===== src/rtl/ap_pkg.sv =====
// Shared opcodes, pass codes and FSM state encoding for the AP pass sequencer.
package ap_pkg;

    localparam logic [1:0] OP_LOAD = 2'd0;
    localparam logic [1:0] OP_INV  = 2'd1;
    localparam logic [1:0] OP_ABS  = 2'd2;
    localparam logic [1:0] OP_RSVD = 2'd3;

    localparam logic [2:0] PASS_NONE = 3'd0;
    localparam logic [2:0] PASS_INV  = 3'd3;
    localparam logic [2:0] PASS_COND = 3'd4;

    typedef enum logic [2:0] {
        StIdle,
        StLoad,
        StSign,
        StCmp,
        StWr,
        StDone
    } state_e;

    function automatic logic is_busy(state_e st);
        return (st == StLoad) || (st == StSign) || (st == StCmp) || (st == StWr);
    endfunction

endpackage


===== src/rtl/ap_pass_sequencer_if.sv =====
// Decoder-side request/status bundle and array-side control bundle of the sequencer.
interface ap_pass_sequencer_if #(
    parameter int unsigned IDX_W = 3
);
    logic             start;
    logic [1:0]       op;
    logic             hold;
    logic [IDX_W-1:0] col_idx;
    logic             key;
    logic [2:0]       pass;
    logic             abs_opt;
    logic             load_n;
    logic             sign_latch;
    logic             busy;
    logic             done;
    logic             err;

    modport master (
        output start, op, hold,
        input  col_idx, key, pass, abs_opt, load_n, sign_latch, busy, done, err
    );

    modport slave (
        input  start, op, hold,
        output col_idx, key, pass, abs_opt, load_n, sign_latch, busy, done, err
    );
endinterface


===== src/rtl/ap_col_counter.sv =====
// Active bit-column index: clear to 0, jump to the MSB column, or step toward it without wrapping.
module ap_col_counter #(
    parameter int unsigned WORD_WIDTH = 8,
    parameter int unsigned IDX_W      = $clog2(WORD_WIDTH)
) (
    input  logic             clk,
    input  logic             rst_In,
    input  logic             i_clr,
    input  logic             i_set_last,
    input  logic             i_inc,
    output logic [IDX_W-1:0] o_idx,
    output logic             o_last
);
    localparam logic [IDX_W-1:0] LastIdx = IDX_W'(WORD_WIDTH - 1);

    logic [IDX_W-1:0] r_idx;

    always_ff @(posedge clk or negedge rst_In) begin
        if (!rst_In) begin
            r_idx <= '0;
        end else if (i_set_last) begin
            r_idx <= LastIdx;
        end else if (i_clr) begin
            r_idx <= '0;
        end else if (i_inc && (r_idx != LastIdx)) begin
            r_idx <= r_idx + IDX_W'(1);
        end
    end

    assign o_idx  = r_idx;
    assign o_last = (r_idx == LastIdx);
endmodule


===== src/rtl/ap_pass_sequencer.sv =====
// Walks bit columns LSB->MSB issuing compare/write cycles (INV, ABS) or a single array load.
module ap_pass_sequencer
    import ap_pkg::*;
#(
    parameter int unsigned DATA_DEPTH = 4,
    parameter int unsigned WORD_WIDTH = 8,
    parameter int unsigned IDX_W      = $clog2(WORD_WIDTH)
) (
    input logic          clk,
    input logic          rst_In,
    ap_pass_sequencer_if.slave bus
);
    if (WORD_WIDTH < 2 || DATA_DEPTH < 1) begin : g_param_check
        $error("ap_pass_sequencer: WORD_WIDTH must be >= 2 and DATA_DEPTH >= 1");
    end

    state_e           r_state, w_state_nxt;
    logic [1:0]       r_op, w_op_eff;
    logic             w_accept, w_freeze;
    logic             w_clr, w_set_last, w_inc, w_last;
    logic [IDX_W-1:0] w_col_idx;

    logic             r_key, w_key_nxt;
    logic [2:0]       r_pass, w_pass_nxt;
    logic             r_abs_opt, r_load_n, w_load_n_nxt;
    logic             r_sign_latch, w_sign_latch_nxt;
    logic             r_busy, r_done, r_err;

    assign w_accept = (r_state == StIdle) && bus.start;
    assign w_freeze = bus.hold && is_busy(r_state);
    assign w_op_eff = w_accept ? bus.op : r_op;

    always_comb begin
        w_state_nxt = r_state;
        case (r_state)
            StIdle: begin
                if (bus.start) begin
                    unique case (bus.op)
                        OP_LOAD: w_state_nxt = StLoad;
                        OP_INV:  w_state_nxt = StCmp;
                        OP_ABS:  w_state_nxt = StSign;
                        OP_RSVD: w_state_nxt = StDone;
                    endcase
                end
            end
            StLoad:  w_state_nxt = StDone;
            StSign:  w_state_nxt = StCmp;
            StCmp:   w_state_nxt = StWr;
            StWr:    w_state_nxt = w_last ? StDone : StCmp;
            StDone:  w_state_nxt = StIdle;
            default: w_state_nxt = StIdle;
        endcase
        if (w_freeze) begin
            w_state_nxt = r_state;
        end
    end

    // Outputs are registered from the next state; a frozen state keeps key but drops its strobe.
    always_comb begin
        w_key_nxt        = 1'b0;
        w_pass_nxt       = PASS_NONE;
        w_load_n_nxt     = 1'b1;
        w_sign_latch_nxt = 1'b0;
        case (w_state_nxt)
            StLoad: w_load_n_nxt = w_freeze;
            StSign: begin
                w_key_nxt        = 1'b1;
                w_sign_latch_nxt = !w_freeze;
            end
            StCmp:  w_key_nxt = 1'b1;
            StWr: begin
                w_key_nxt = 1'b1;
                if (!w_freeze) begin
                    w_pass_nxt = (w_op_eff == OP_ABS) ? PASS_COND : PASS_INV;
                end
            end
            default: ;
        endcase
    end

    assign w_set_last = w_accept && (bus.op == OP_ABS);
    assign w_clr      = w_accept || ((r_state == StSign) && !w_freeze);
    assign w_inc      = (r_state == StWr) && !w_freeze && !w_last;

    ap_col_counter #(
        .WORD_WIDTH (WORD_WIDTH),
        .IDX_W      (IDX_W)
    ) u_col_counter (
        .clk        (clk),
        .rst_In     (rst_In),
        .i_clr      (w_clr),
        .i_set_last (w_set_last),
        .i_inc      (w_inc),
        .o_idx      (w_col_idx),
        .o_last     (w_last)
    );

    always_ff @(posedge clk or negedge rst_In) begin
        if (!rst_In) begin
            r_state      <= StIdle;
            r_op         <= OP_LOAD;
            r_key        <= 1'b0;
            r_pass       <= PASS_NONE;
            r_abs_opt    <= 1'b0;
            r_load_n     <= 1'b1;
            r_sign_latch <= 1'b0;
            r_busy       <= 1'b0;
            r_done       <= 1'b0;
            r_err        <= 1'b0;
        end else begin
            r_state      <= w_state_nxt;
            r_key        <= w_key_nxt;
            r_pass       <= w_pass_nxt;
            r_abs_opt    <= is_busy(w_state_nxt) && (w_op_eff == OP_ABS);
            r_load_n     <= w_load_n_nxt;
            r_sign_latch <= w_sign_latch_nxt;
            r_busy       <= is_busy(w_state_nxt);
            r_done       <= (w_state_nxt == StDone);
            if (w_accept) begin
                r_op  <= bus.op;
                r_err <= (bus.op == OP_RSVD);
            end
        end
    end

    assign bus.col_idx    = w_col_idx;
    assign bus.key        = r_key;
    assign bus.pass       = r_pass;
    assign bus.abs_opt    = r_abs_opt;
    assign bus.load_n     = r_load_n;
    assign bus.sign_latch = r_sign_latch;
    assign bus.busy       = r_busy;
    assign bus.done       = r_done;
    assign bus.err        = r_err;
endmodule


===== src/flat_wrapper.sv =====
// flat-port wrapper written by rule: the top's interface ports become plain ports
module ap_pass_sequencer_flat import ap_pkg::*;
#(
    parameter int unsigned DATA_DEPTH = 4,
    parameter int unsigned WORD_WIDTH = 8,
    parameter int unsigned IDX_W      = $clog2(WORD_WIDTH)
)
  (clk, rst_In, bus_start, bus_op, bus_hold, bus_col_idx, bus_key, bus_pass, bus_abs_opt, bus_load_n, bus_sign_latch, bus_busy, bus_done, bus_err);
  ap_pass_sequencer_if #(.IDX_W(IDX_W)) bus_i ();
  input logic clk;
  input logic rst_In;
  input wire logic [$bits(bus_i.start)-1:0] bus_start;
  input wire logic [$bits(bus_i.op)-1:0] bus_op;
  input wire logic [$bits(bus_i.hold)-1:0] bus_hold;
  output wire logic [$bits(bus_i.col_idx)-1:0] bus_col_idx;
  output wire logic [$bits(bus_i.key)-1:0] bus_key;
  output wire logic [$bits(bus_i.pass)-1:0] bus_pass;
  output wire logic [$bits(bus_i.abs_opt)-1:0] bus_abs_opt;
  output wire logic [$bits(bus_i.load_n)-1:0] bus_load_n;
  output wire logic [$bits(bus_i.sign_latch)-1:0] bus_sign_latch;
  output wire logic [$bits(bus_i.busy)-1:0] bus_busy;
  output wire logic [$bits(bus_i.done)-1:0] bus_done;
  output wire logic [$bits(bus_i.err)-1:0] bus_err;
  assign bus_i.start = bus_start;
  assign bus_i.op = bus_op;
  assign bus_i.hold = bus_hold;
  assign bus_col_idx = bus_i.col_idx;
  assign bus_key = bus_i.key;
  assign bus_pass = bus_i.pass;
  assign bus_abs_opt = bus_i.abs_opt;
  assign bus_load_n = bus_i.load_n;
  assign bus_sign_latch = bus_i.sign_latch;
  assign bus_busy = bus_i.busy;
  assign bus_done = bus_i.done;
  assign bus_err = bus_i.err;
  ap_pass_sequencer #(.DATA_DEPTH(DATA_DEPTH), .WORD_WIDTH(WORD_WIDTH), .IDX_W(IDX_W)) u_core (.clk(clk), .rst_In(rst_In), .bus(bus_i));
endmodule

===== config.mk =====
export PLATFORM = sky130hd
export DESIGN_NAME = ap_pass_sequencer_flat
export DESIGN_NICKNAME = d
export VERILOG_FILES = /design/src/rtl/ap_pkg.sv /design/src/rtl/ap_pass_sequencer_if.sv /design/src/rtl/ap_col_counter.sv /design/src/rtl/ap_pass_sequencer.sv /design/src/flat_wrapper.sv
export SDC_FILE = /design/constraint.sdc
export NUM_CORES = 1
export LEC_CHECK = 0
export ABC_AREA = 1
export ABC_CLOCK_PERIOD_IN_PS = 1550
export CORE_MARGIN = 2
export CORE_UTILIZATION = 40
export DETAILED_ROUTE_END_ITERATION = 12
export GPL_ROUTABILITY_DRIVEN = 0
export GPL_TIMING_DRIVEN = 0
export PLACE_DENSITY = 0.69
export SETUP_SLACK_MARGIN = 0.3
export SLEW_MARGIN = 20
export SYNTH_ARGS = -nofsm -noshare
export SYNTH_HDL_FRONTEND = slang
export SYNTH_SLANG_ARGS = --single-unit

===== constraint.sdc =====
create_clock -name clk -period 1.55 [get_ports clk]
set_input_delay 0.31 -clock clk [delete_from_list [all_inputs] [get_ports clk]]
set_output_delay 0.31 -clock clk [all_outputs]
set_load 0.05 [all_outputs]

==> results of run 1 <==
[worst min path at each step]
stage | startpoint | endpoint | cells after the start
after floorplan | rst_In | u_core.bus.abs_opt | 0
after global placement | u_core.bus.err | u_core.bus.err | 2
after detailed placement | u_core.bus.err | u_core.bus.err | 2
after CTS | bus_op[0] | u_core.r_op[0] | 3
after global routing | bus_op[0] | u_core.r_op[0] | 3
final | bus_op[0] | u_core.r_op[0] | 3
[power groups by stage]
stage	Sequential, mW	Combinational [mW]	Clock [mW]
after floorplan	1.18	0.828	0
after global placement	0.783	1.64	0
after detailed placement	0.786	1.67	0
after CTS	0.788	1.95	0.240
after global routing	0.815	2.37	0.250
final	0.797	2.20	0.238
[state kept, by name, summed over array words and instances (netlist names)]
register / cells
u_core.bus.busy: 1
u_core.bus.abs_opt: 1
u_core.bus.load_n: 1
u_core.r_state: 3
u_core.r_op: 2
u_core.u_col_counter.o_idx: 3
u_core.bus.err: 1
u_core.bus.pass: 2
u_core.bus.key: 1
u_core.bus.sign_latch: 1
u_core.bus.done: 1
[layout make-up]
cell class / count / area, µm²
fill: 189 / 802
multi-input combinational: 69 / 527
sequential: 17 / 434
timing repair buffer: 33 / 270
inverter: 16 / 62.6
tap: 28 / 35.0
clock buffer: 3 / 22.5
buffer: 1 / 11.3
clock inverter: 1 / 5.00
[what timing repair did]
item,4_1_cts,5_1_grt
buffers inserted,9,6
pin swaps,15,14
setup endpoints to repair,27,21
resized for setup,91,16
[through the flow]
step / setup WS (ns) / utilization, % / TNS (ns) / hold WS, ns
2_1_floorplan: 0.0378 / - / 0 / 0.0144
3_3_place_gp: -0.433 / 53.1 / -3.26 / 0.460
3_5_place_dp: -0.460 / 53.1 / -3.44 / 0.470
4_1_cts: 0.126 / 58.7 / 0 / 0.452
5_1_grt: 0.00598 / 63.0 / 0 / 0.483
6_report: 0.0965 / 63.0 / 0 / 0.444
[layout by cell type (no fill, tap or decap), types with 5 or more instances in the layout]
| cell | n |
|---|---|
| nand2_1 | 17 |
| buf_4 | 13 |
| dfrtp_1 | 10 |
| inv_1 | 9 |
| nand3_1 | 8 |
| buf_2 | 8 |
| inv_2 | 6 |
| nor2_1 | 6 |
| dfrtp_2 | 6 |
| buf_6 | 5 |
[critical path, cell delays in order, from the launching register on]
cell and delay [ns]:
dfrtp_2 0.45, ha_4 0.17, ha_4 0.16, nand3_2 0.06
nand3_2 0.09, nand2_2 0.11, nand2_4 0.09, inv_2 0.07
o21ai_2 0.06, a21oi_2 0.13
[layer usage]
layer  GRT usage (%)  wire (µm)
met4            5.26         23
met3            1.75         43
met5               0          0
met2            29.0       1070
met1            24.1        993
[cell families after synthesis]
kind of cell,after synthesis
compound gates,8
buf+inv,17
simple gates,57
flops,17
fa+ha+maj,4
==> metrics.yaml, run 1 <==
drive_gt1_share_pct: 52.1
final_nets: 151
synth_area_leaders: "dfrtp_1 45%, nand2_1 8.4%, nand3_1 7.3%, ha_1 5.6%, inv_1 4.6%"
synth_top_cell_by_area: "dfrtp_1"
synth-edff-count: 0
cp.required_ns: 1.78
reg2reg_depth: 9
leakagePower_nw: 0.687
critical_path_class: "flop to flop"
initial_core_util_pct: 41.1
ys_seq_elements: 17
drv_slew: 0
ctsHoldBuffers: 0
ant_nets: 0
finalWirelength_mm: 2.13
finClkSkew_ns: 0.00149
syn_nets: 113
final_cells: 168
synthFlopType: "dfrtp_1"
htreeDepth: 1
clkLatencyLatePin_ns: 0.29
dpl.hpwl_mm: 1.33
powerDensity_nw_per_um2: 2370
grt_pass1_vias: 758
wl_per_cell_um: 12.7
ys_async_sr_fraction_pct: 100
synth_xor_xnor_area_share_pct: 0
combPwrFrac_pct: 68.0
area_growth_pct: 53.3
die_area_um2: 2620
yosysSeqAreaShare_pct: 47.8
status: "completed"
grt_util_all_layers_pct: 17.4
synth.top_cell.area_share_pct: 44.9
cts_tree: "built"
antenna_found_initial: 0
startpoint: "u_core.u_col_counter.o_idx[1]"
yosysMostFrequentCell: "nand2_1"
synth.distinct_cells: 22
gr-total-overflow: 0
io_buffers: 18
final_cell_area_um2: 1370
worst_pin_slew_ns: 0.763
dpl_cell_area_um2: 1150
slew_headroom_pct: 49.0
synth_area_um2: 892
dieHeight_um: 51.2
rsz0062_at_grt: "true"
grt_pass1_wl_mm: 3.41
num_rows: 17
setup_viol: 0
yosys.area_share.adder_pct: 5.61
synth_simple_gate_area_share_pct: 33.0
layout_worst_path_cycle_share_pct: 93.8
rr_endpoint: "u_core.bus.abs_opt"
placed_cells: 149
hold_viol_final: 0
finalPower_mw: 3.24
core_um2: 2170
pwr-share-seq_pct: 24.6
cp.arrival_ns: 1.68
grt_max_degree: 18
p_sw_mw: 1.65
critPathMaxFanout: 5
synth_common_cells: "20 x nand2_1, 16 x dfrtp_1, 13 x nand3_1, 11 x inv_1, 7 x nor2_1"
route.vias.total: 812
p_int_mw: 1.59
fmax_mhz: 688
syn_inst: 103
clk_pin_slew_ns: 0.10
critPathLaunchType: "flop"
yosysWarnings: 0
ios: 19
synth_top_family_by_area: "simple AND/OR/NAND/NOR gates"
initialDrtViolationCount: 11
period_needed_ns: 1.45
rrSetupSlack_ns: 0.1
r2r-start: "u_core.u_col_counter.o_idx[1]"
cp-end-kind: "flop"
synth_compound_area_share_pct: 6.03
die_w_um: 51.2
drv_cap: 0
numCtsBuffers: 3
synth.area.mux_share_pct: 0
p_sw_share_pct: 51.0
drcViolationCount: 0
clockRootBuffer: "clkbuf_4"
avgSynthCellArea_um2: 8.66
clock_sinks: 17
ir_drop_mv: 1.49
crit_end: "u_core.bus.abs_opt"
via_per_inst: 4.83
hold_class: "input pin to flop"
clock_path_buffers: 2
clkPwrFrac_pct: 7.4
diodes: 0
dr.pass1.iters: 4
Power figures use the tool's default switching activity.
==> inputs of run 2 (changes only) <==
Settings changed: ABC_CLOCK_PERIOD_IN_PS 1550 to 1400.
Clock period 1.55 ns to 1.4 ns, I/O delays scaled along.
==> run 2 against run 1 <==
The run now ends with negative setup slack left. Cell area up 7.6%. Utilization up 4.8 points. Global-route usage up 3.5 points. Sequential power up 14%. Largest power group unchanged. Hold slack worse by 0.42 ns. Final cell count up 1.2%. Critical path type unchanged.
==> metrics.yaml, run 2 (synthesis results as in run 1) <==
status: "complete, but fails checks"
violations: "negative setup slack"
place_ws_ns: -0.588  # -0.128 ns
dpl.hpwl_mm: 1.39  # +4.6%
reg2reg_depth: 8  # -1
rrSetupSlack_ns: -0.08  # -0.18 ns
clock_path_buffers: 2  # unchanged
initialDrtViolationCount: 10  # -1
antenna_found_initial: 0  # unchanged
drive_gt1_share_pct: 57.0  # +4.9 points
hold_class: "input pin to asynchronous set/reset pin"
grt_pass1_vias: 905  # +19%
fmax_mhz: 675  # -1.9%
dr.pass1.iters: 4  # unchanged
gr-total-overflow: 0  # unchanged
critPathLaunchType: "flop"
core_um2: 2170  # unchanged
dieHeight_um: 51.2  # unchanged
mostFrequentLayoutCell: "buf_4"
grt_util_all_layers_pct: 20.9  # +3.5 points
hold_viol_final: 0  # unchanged
cp-end-kind: "flop"
critPathMaxFanout: 7  # +2
dpl_cell_area_um2: 1150  # +0.11%
die_w_um: 51.2  # unchanged
numCtsBuffers: 3  # unchanged
slew_headroom_pct: 48.8  # -0.17 points
period_needed_ns: 1.48  # +0.0279 ns
critical_path_class: "flop to flop"
clkLatencyLatePin_ns: 0.30  # about the same
ant_nets: 0  # unchanged
cp.required_ns: 1.63  # -0.15 ns
nFillCells: 161  # -15%
cts_tree: "built"
route.vias.total: 864  # +6.4%
die_area_um2: 2620  # unchanged
clk_pin_slew_ns: 0.10  # about the same
ir_drop_mv: 1.62  # +9.2%
cp.arrival_ns: 1.71  # +0.03 ns
post-route-util_pct: 67.8  # +4.8 points
leakagePower_nw: 0.723  # +5.2%
drcViolationCount: 0  # unchanged
htreeDepth: 1  # unchanged
grt_pass1_wl_mm: 3.95  # +16%
clockRootBuffer: "clkbuf_4"
setup_viol: 8  # +8
rr_endpoint: "u_core.bus.done"
layout_worst_path_cycle_share_pct: 106  # +12 points
grt_max_degree: 18  # unchanged
final_cell_mix: "16 x buf_4, 14 x nand2_1, 9 x inv_1, 9 x buf_6, 9 x dfrtp_1"
finalPower_mw: 3.84  # +19%
via_per_inst: 5.08  # +5.2%
io_buffers: 18  # unchanged
wl_per_cell_um: 13.9  # +9.6%
initial_core_util_pct: 41.1  # unchanged
finalWirelength_mm: 2.36  # +11%
ios: 19  # unchanged
setup_ws_ns: -0.0814  # -0.178 ns
drv_cap: 0  # unchanged
powerDensity_nw_per_um2: 2610  # +10%
finClkSkew_ns: 0.00477  # +0.00327 ns
diodes: 0  # unchanged
tns_ns: -0.247  # -0.247 ns
r2r-start: "u_core.r_state[1]"
rsz0062_at_grt: "true"
final_cells: 170  # +1.2%
worst_pin_slew_ns: 0.766  # +0.00374 ns
clock_sinks: 17  # unchanged
placed_cells: 149  # unchanged
area_growth_pct: 64.9
final_nets: 153  # +1.3%
final_cell_area_um2: 1470  # +7.6%
num_rows: 17  # unchanged
holdWs_ns: 0.0255  # -0.418 ns
drv_slew: 0  # unchanged
==> run 2: cell count changes in the layout (fill, tap and decap cells not counted), sizes merged <==
cell,before,now
clkbuf,4,3
buf,28,31
clkdlybuf4s50,2,1
dlymetal6s2s,1,2
==> run 2: worst max-delay path by stage <==
stage | startpoint | endpoint | slack [ns]
5_1_grt | u_core.r_state[1] | u_core.bus.done | -0.14
6_report | u_core.r_state[1] | u_core.bus.done | -0.08
3_5_place_dp | bus_op[0] | u_core.bus.abs_opt | -0.59
3_3_place_gp | bus_op[0] | u_core.bus.abs_opt | -0.56
2_1_floorplan | u_core.u_col_counter.o_idx[0] | u_core.bus.abs_opt | -0.11
4_1_cts | u_core.u_col_counter.o_idx[0] | u_core.bus.abs_opt | -0.03
==> run 2: where the power goes <==
group          internal [mW]  leakage (nW)  switching (mW)
clock                  0.107        0.0177           0.165
combinational           1.10         0.499            1.57
sequential             0.718         0.206           0.188
total                   1.92         0.723            1.92
==> run 2: timing repair <==
| action | CTS | global route |
|---|---|---|
| gates resized for setup | 116 | 17 |
| hold buffers | 0 | 0 |
| setup buffers | 12 | 5 |
| setup endpoints to repair | 30 | 37 |
| pin swaps | 17 | 10 |
==> run 2: per-layer routing <==
layer / part of all wire (%) / GRT usage, % / up-vias / wire length, µm
met2: 52 / 35.5 / 14 / 1230
met4: 3.3 / 14.5 / 0 / 77
met3: 2.7 / 1.75 / 7 / 64
met1: 42 / 25.0 / 428 / 983
li1: - / - / 415 / -
met5: 0 / 0 / - / 0
==> run 2: cell type report <==
| type | count | area [µm²] | share of cell area [%] |
|---|---|---|---|
| Multi-Input combinational cell | 69 | 539 | 36.6 |
| Sequential cell | 17 | 435 | 29.6 |
| Timing Repair Buffer | 35 | 353 | 24.0 |
| Inverter | 16 | 70.1 | 4.76 |
| Tap cell | 28 | 35.0 | 2.38 |
| Clock buffer | 3 | 22.5 | 1.53 |
| Buffer | 1 | 11.3 | 0.765 |
| Clock inverter | 1 | 5.00 | 0.340 |
==> run 2: worst max-delay path, stage by stage, from the launching register on <==
cell	delay, ns
dfrtp_2	0.45
nor2_4	0.20
nand2_2	0.09
nand3_4	0.15
nor2_4	0.06
inv_1	0.07
nand2_2	0.07
buf_4	0.14
nor3_2	0.18
==> inputs of run 3 (changes only) <==
Settings changed: ABC_CLOCK_PERIOD_IN_PS 1400 to 1200, HOLD_SLACK_MARGIN set to 0.06, PLACE_DENSITY 0.69 to 0.72.
Clock period 1.4 ns to 1.2 ns, I/O delays scaled along.
==> run 3 against run 2 <==
Non-clock buffer count rose by 8. First-iteration DRC count did not move. Critical path type unchanged. Hold slack improved by 0.090 ns. The run still ends with negative setup slack left.
==> metrics.yaml, run 3 (synthesis results as in run 1) <==
dpl.hpwl_mm: 1.40  # +0.16%
antenna_found_initial: 0  # unchanged
dpl_cell_area_um2: 1160  # +0.65%
cp.depth: 7  # -1
finalPower_mw: 4.71  # +23%
ios: 19  # unchanged
setup_ws_ns: -0.318  # -0.237 ns
finClkSkew_ns: 0.00123  # -0.00353 ns
via_per_inst: 4.98  # -2.1%
nFillCells: 144  # -11%
post-route-util_pct: 70.9  # +3.1 points
grt_max_degree: 18  # unchanged
wl_per_cell_um: 14.0  # +0.81%
reg2reg_depth: 7  # -1
multiInputGateArea_um2: 542  # +0.46%
mostFrequentLayoutCell: "buf_4"
tns_ns: -3.78  # -3.54 ns
diodes: 0  # unchanged
grt_pass1_vias: 833  # -8.0%
cpPeakStageDelay_ns: 0.46  # about the same
drcViolationCount: 0  # unchanged
die_area_um2: 2620  # unchanged
final_cell_mix: "20 x buf_4, 13 x nand2_1, 13 x buf_6"
ant_nets: 0  # unchanged
rsz0062_at_grt: "true"
hold_class: "input pin to asynchronous set/reset pin"
critPathMaxFanout: 7  # unchanged
cp.arrival_ns: 1.75  # +0.04 ns
io_buffers: 18  # unchanged
area_growth_pct: 72.4
dieHeight_um: 51.2  # unchanged
grt_pass1_wl_mm: 3.62  # -8.4%
status: "complete, but fails checks"
ctsHoldBuffers: 0  # unchanged
violations: "negative setup slack"
initial_core_util_pct: 41.1  # unchanged
critical_path_class: "flop to flop"
place_ws_ns: -0.769  # -0.181 ns
initialDrtViolationCount: 10  # unchanged
crit_family: "simple AND/OR/NAND/NOR gates"
holdWs_ns: 0.115  # +0.0898 ns
clk_pin_slew_ns: 0.10  # about the same
drv_cap: 0  # unchanged
critPathLaunchType: "flop"
core_um2: 2170  # unchanged
final_cells: 178  # +4.7%
powerDensity_nw_per_um2: 3070  # +17%
cts_tree: "built"
route.vias.total: 886  # +2.5%
htreeDepth: 1  # unchanged
finalWirelength_mm: 2.49  # +5.6%
layout_worst_path_cycle_share_pct: 127  # +21 points
setup_viol: 19  # +11
fmax_mhz: 659  # -2.4%
cp.required_ns: 1.43  # -0.20 ns
placed_cells: 149  # unchanged
period_needed_ns: 1.52  # +0.0368 ns
regArea_um2: 435  # unchanged
slowest_stage: "dfrtp_2"
grt_util_all_layers_pct: 18.8  # -2.2 points
worst_pin_slew_ns: 0.756  # -0.0101 ns
die_w_um: 51.2  # unchanged
clock_sinks: 17  # unchanged
num_rows: 17  # unchanged
cp-end-kind: "flop"
clock_path_buffers: 2  # unchanged
hold_viol_final: 0  # unchanged
slew_headroom_pct: 49.6  # +0.76 points
numCtsBuffers: 3  # unchanged
leakagePower_nw: 0.753  # +4.1%
path_buf_inv: 2  # unchanged
worstPathCellList: "nor2_4 -> nand4_1 -> nand3_2 -> nand2_2 -> buf_4 -> buf_4 -> nand4_1"
ir_drop_mv: 2.12  # +31%
final_nets: 161  # +5.2%
final_cell_area_um2: 1540  # +4.5%
drv_slew: 0  # unchanged
clkLatencyLatePin_ns: 0.29  # about the same
drive_gt1_share_pct: 60.0  # +3.0 points
clockRootBuffer: "clkbuf_4"
gr-total-overflow: 0  # unchanged
dr.pass1.iters: 4  # unchanged
[run 3: cell type report]
type	instances	area share [%]
clock buffer	3	1.46
multi-input combinational	69	35.2
tap	28	2.28
sequential	17	28.3
timing repair buffer	43	27.5
buffer	1	0.976
inverter	16	3.91
clock inverter	1	0.325
[run 3: power breakdown]
group | switching, mW | internal (mW) | leakage [nW] | total, mW
Sequential | 0.211 | 0.838 | 0.206 | 1.05
Combinational | 1.89 | 1.47 | 0.529 | 3.36
Clock | 0.181 | 0.124 | 0.0177 | 0.305
Total | 2.28 | 2.43 | 0.753 | 4.71
[run 3: final timing paths]
check / from / to / slack (ns)
max in group asynchronous: rst_In / u_core.u_col_counter.o_idx[0] / 0.57
setup / recovery: u_core.r_state[1] / u_core.bus.load_n / -0.32
hold reg to reg: u_core.r_op[1] / u_core.r_op[1] / 0.53
setup reg to reg: u_core.r_state[1] / u_core.bus.load_n / -0.32
hold / removal: rst_In / u_core.bus.err / 0.12
min in group clk: bus_op[1] / u_core.r_op[1] / 0.40
[run 3: repair_timing]
item / 4_1_cts / 5_1_grt
endpoints found under the setup margin: 46 / 30
pin swaps: 9 / 6
resized for setup: 108 / 21
buffers inserted: 15 / 10
[run 3: metal layers]
layer	GRT usage, %	vias up	share of wire, %
met5	0	-	0
met4	9.65	0	3.2
met3	3.51	8	3.5
met2	33.1	20	56
met1	21.5	428	37
li1	-	430	-
==> variant, RTL diff (config.mk and constraints of run 1) <==
Re-encode `state_e` (6 states) as one-hot, 6 bits wide.
--- a/src/rtl/ap_pkg.sv
+++ b/src/rtl/ap_pkg.sv
@@ -11,11 +11,11 @@
     localparam logic [2:0] PASS_COND = 3'd4;
 
-    typedef enum logic [2:0] {
-        StIdle,
-        StLoad,
-        StSign,
-        StCmp,
-        StWr,
-        StDone
+    typedef enum logic [5:0] {
+        StIdle = 6'b000001,
+        StLoad = 6'b000010,
+        StSign = 6'b000100,
+        StCmp  = 6'b001000,
+        StWr   = 6'b010000,
+        StDone = 6'b100000
     } state_e;
 
Formal check against the unedited RTL: same outputs for any inputs over 10 cycles, from zero or initial values and one cycle with rst_In low; not proved beyond that.
==> variant against run 1 <==
The flow now finishes with violations (negative setup slack). Critical endpoint is now u_core.u_col_counter.o_idx[2]. Synthesized area rose by 20%. Clock power increased by 79%. Worst setup slack lost 0.23 ns. Sequential power grew 7.3%. Count of clock-buffer cells in the layout unchanged. Sequential cell count grew 3. Total power decreased by 3.7%. Utilization is 3.0 points higher. Final area is 21% higher. Routed wire length is 22% higher.
==> variant: results (changes against run 1) <==
The flow ran to the end, but the final reports show violations. The checks that failed: negative setup slack. The pin count of the biggest net entering global routing is 21 (+3), and the share of final-layout standard cells stronger than drive strength 1 is 61.0% (+8.8 points). The number of failing setup endpoints in the final timing report was 10 (+10); the mean cell area of the mapped netlist was 9.13 um2 (+5.4%). The endpoint identified for the worst register-to-register timing path is u_core.u_col_counter.o_idx[2]. The post-place instance area is 1330 um2 (+15%). The all-layer global routing usage came out at 16.5% (-0.96 points). Number of global-route vias before repair: 930 (+23%).

The run gives 1.88 ns (+0.20 ns) as the signal arrival time at the worst endpoint. The number of DRC markers in iteration 0 came out at 16 (+5). The total routed wirelength was 2600 um (+22%); the number of distinct standard cells referenced by the synthesized netlist was 23 (+4.5%). For the global-route wire length before repair, the log shows 4000 um (+17%). The logs give 47.1% (-0.75 points) for the share of synthesized area occupied by flip-flops and latches and 1 (unchanged) for the H-tree depth. The worst setup slack after layout was -0.133 ns (-0.230 ns).

End point of the critical path: u_core.u_col_counter.o_idx[2]. In this run the worst setup path begins at u_core.r_state[4]. The number of port buffers was 18 (unchanged); the non-clock inverter total of the final layout was 21 (+5). Post-detailed-placement half-perimeter wirelength: 1550 um (+16%).

The clock edge transition at the registers on the reported setup and hold paths was 0.12 ns (+0.02 ns). The post-layout instance area was 1650 um2 (+21%). The final total negative setup slack was -0.777 ns (-0.777 ns); the sequential fraction of total cell area was 30.9% (-0.89 points). The non-clock buffer share of cell area came out at 24.3% (+3.7 points). The post-route clock skew was 0.00568 ns (+0.00419 ns); the tightest hold margin was 0.0979 ns (-0.346 ns).

The tools report the post-synth net total as 125 (+11%). The commonest cells after synthesis are nand2_1, dfrtp_1, inv_1. The minimum setup slack after placement was -0.105 ns (+0.355 ns); the relative contribution of sequential cells to total power was 27.5% (+2.9 points).

The number of multi-input combinational cells was 75 (+8.7%); the post-layout total power was 3.12 mW (-3.7%). Among cell families on the critical path, the largest total delay comes from simple AND/OR/NAND/NOR gates. By area the synthesized netlist is led by dfrtp_1, nand2_1, dfstp_2, nand3_2, inv_1.

The mean number of vias per cell is 4.86 (+0.46%), and the fill cell instance count of the final layout is 182 (-3.7%). The run gives 1.38 mV (-7.2%) as the peak ir drop on the vdd network. The multi-input gate area in the final layout is 569 um2 (+8.1%), and the post-placement cell count is 165 (+11%). Measured slew at the worst slew-check pin: 0.879 ns (+0.116 ns). The post-synthesis sequential element count was 20 (+3). The register containing the most flip-flops in the final layout was u_core.r_state.

The run gives 2500 um2 (+15%) as the placeable core region. The number of cells on the worst reg-to-reg path is 12 (+3), and the clock network fraction of design power is 13.7% (+6.3 points). The portion of the layout cell area used by clock cells came out at 3.18% (+1.2 points). Largest fanout on the critical path: 6 (+1). Cell with the largest stage delay on the worst path: dfrtp_1. The non-clock buffer count in the final layout works out to 44 (+29%). The run gives 942 (+16%) as the number of vias after detailed routing. The worst hold path class is input pin to asynchronous set/reset pin. The tree is rooted in a clkbuf_4.

The power spent charging and discharging nets came out at 1.39 mW (-16%). Static leakage: 0.864 nW (+26%).
## variant: cell count changes in the layout (fill, tap and decap cells not counted), sizes merged, moves of 3 or more
cell,run 1,this run
buf,28,38
inv,16,21
nand2,25,33
nand3,16,13
nor2,9,16
## variant: repair_timing
item,CTS,global route
pin swaps,6,17
endpoints found under the hold margin,0,0
buffers inserted,14,11
setup endpoints to repair,32,32
resized for setup,95,18
## variant: per-layer routing
layer	part of all wire, %	vias up	GRT usage [%]
met5	0	-	0
met4	0.35	0	6.62
met3	2.6	2	3.26
met2	57	16	30.8
met1	40	461	17.9
li1	-	463	-
## variant: logic make-up after synthesis
kind of cell	after synthesis	synth area share (%)
flops	20	47.1
fa+ha+maj	2	2.34
simple gates	66	38.6
buf+inv	22	8.08
compound gates	7	3.86
## variant: worst reg2reg max path, delay by kind of cell (launching register included)
kind                   cells  cell delay, ns
buffers and inverters      2            0.12
DFF                        1            0.45
and+or+nand+nor           10            1.03
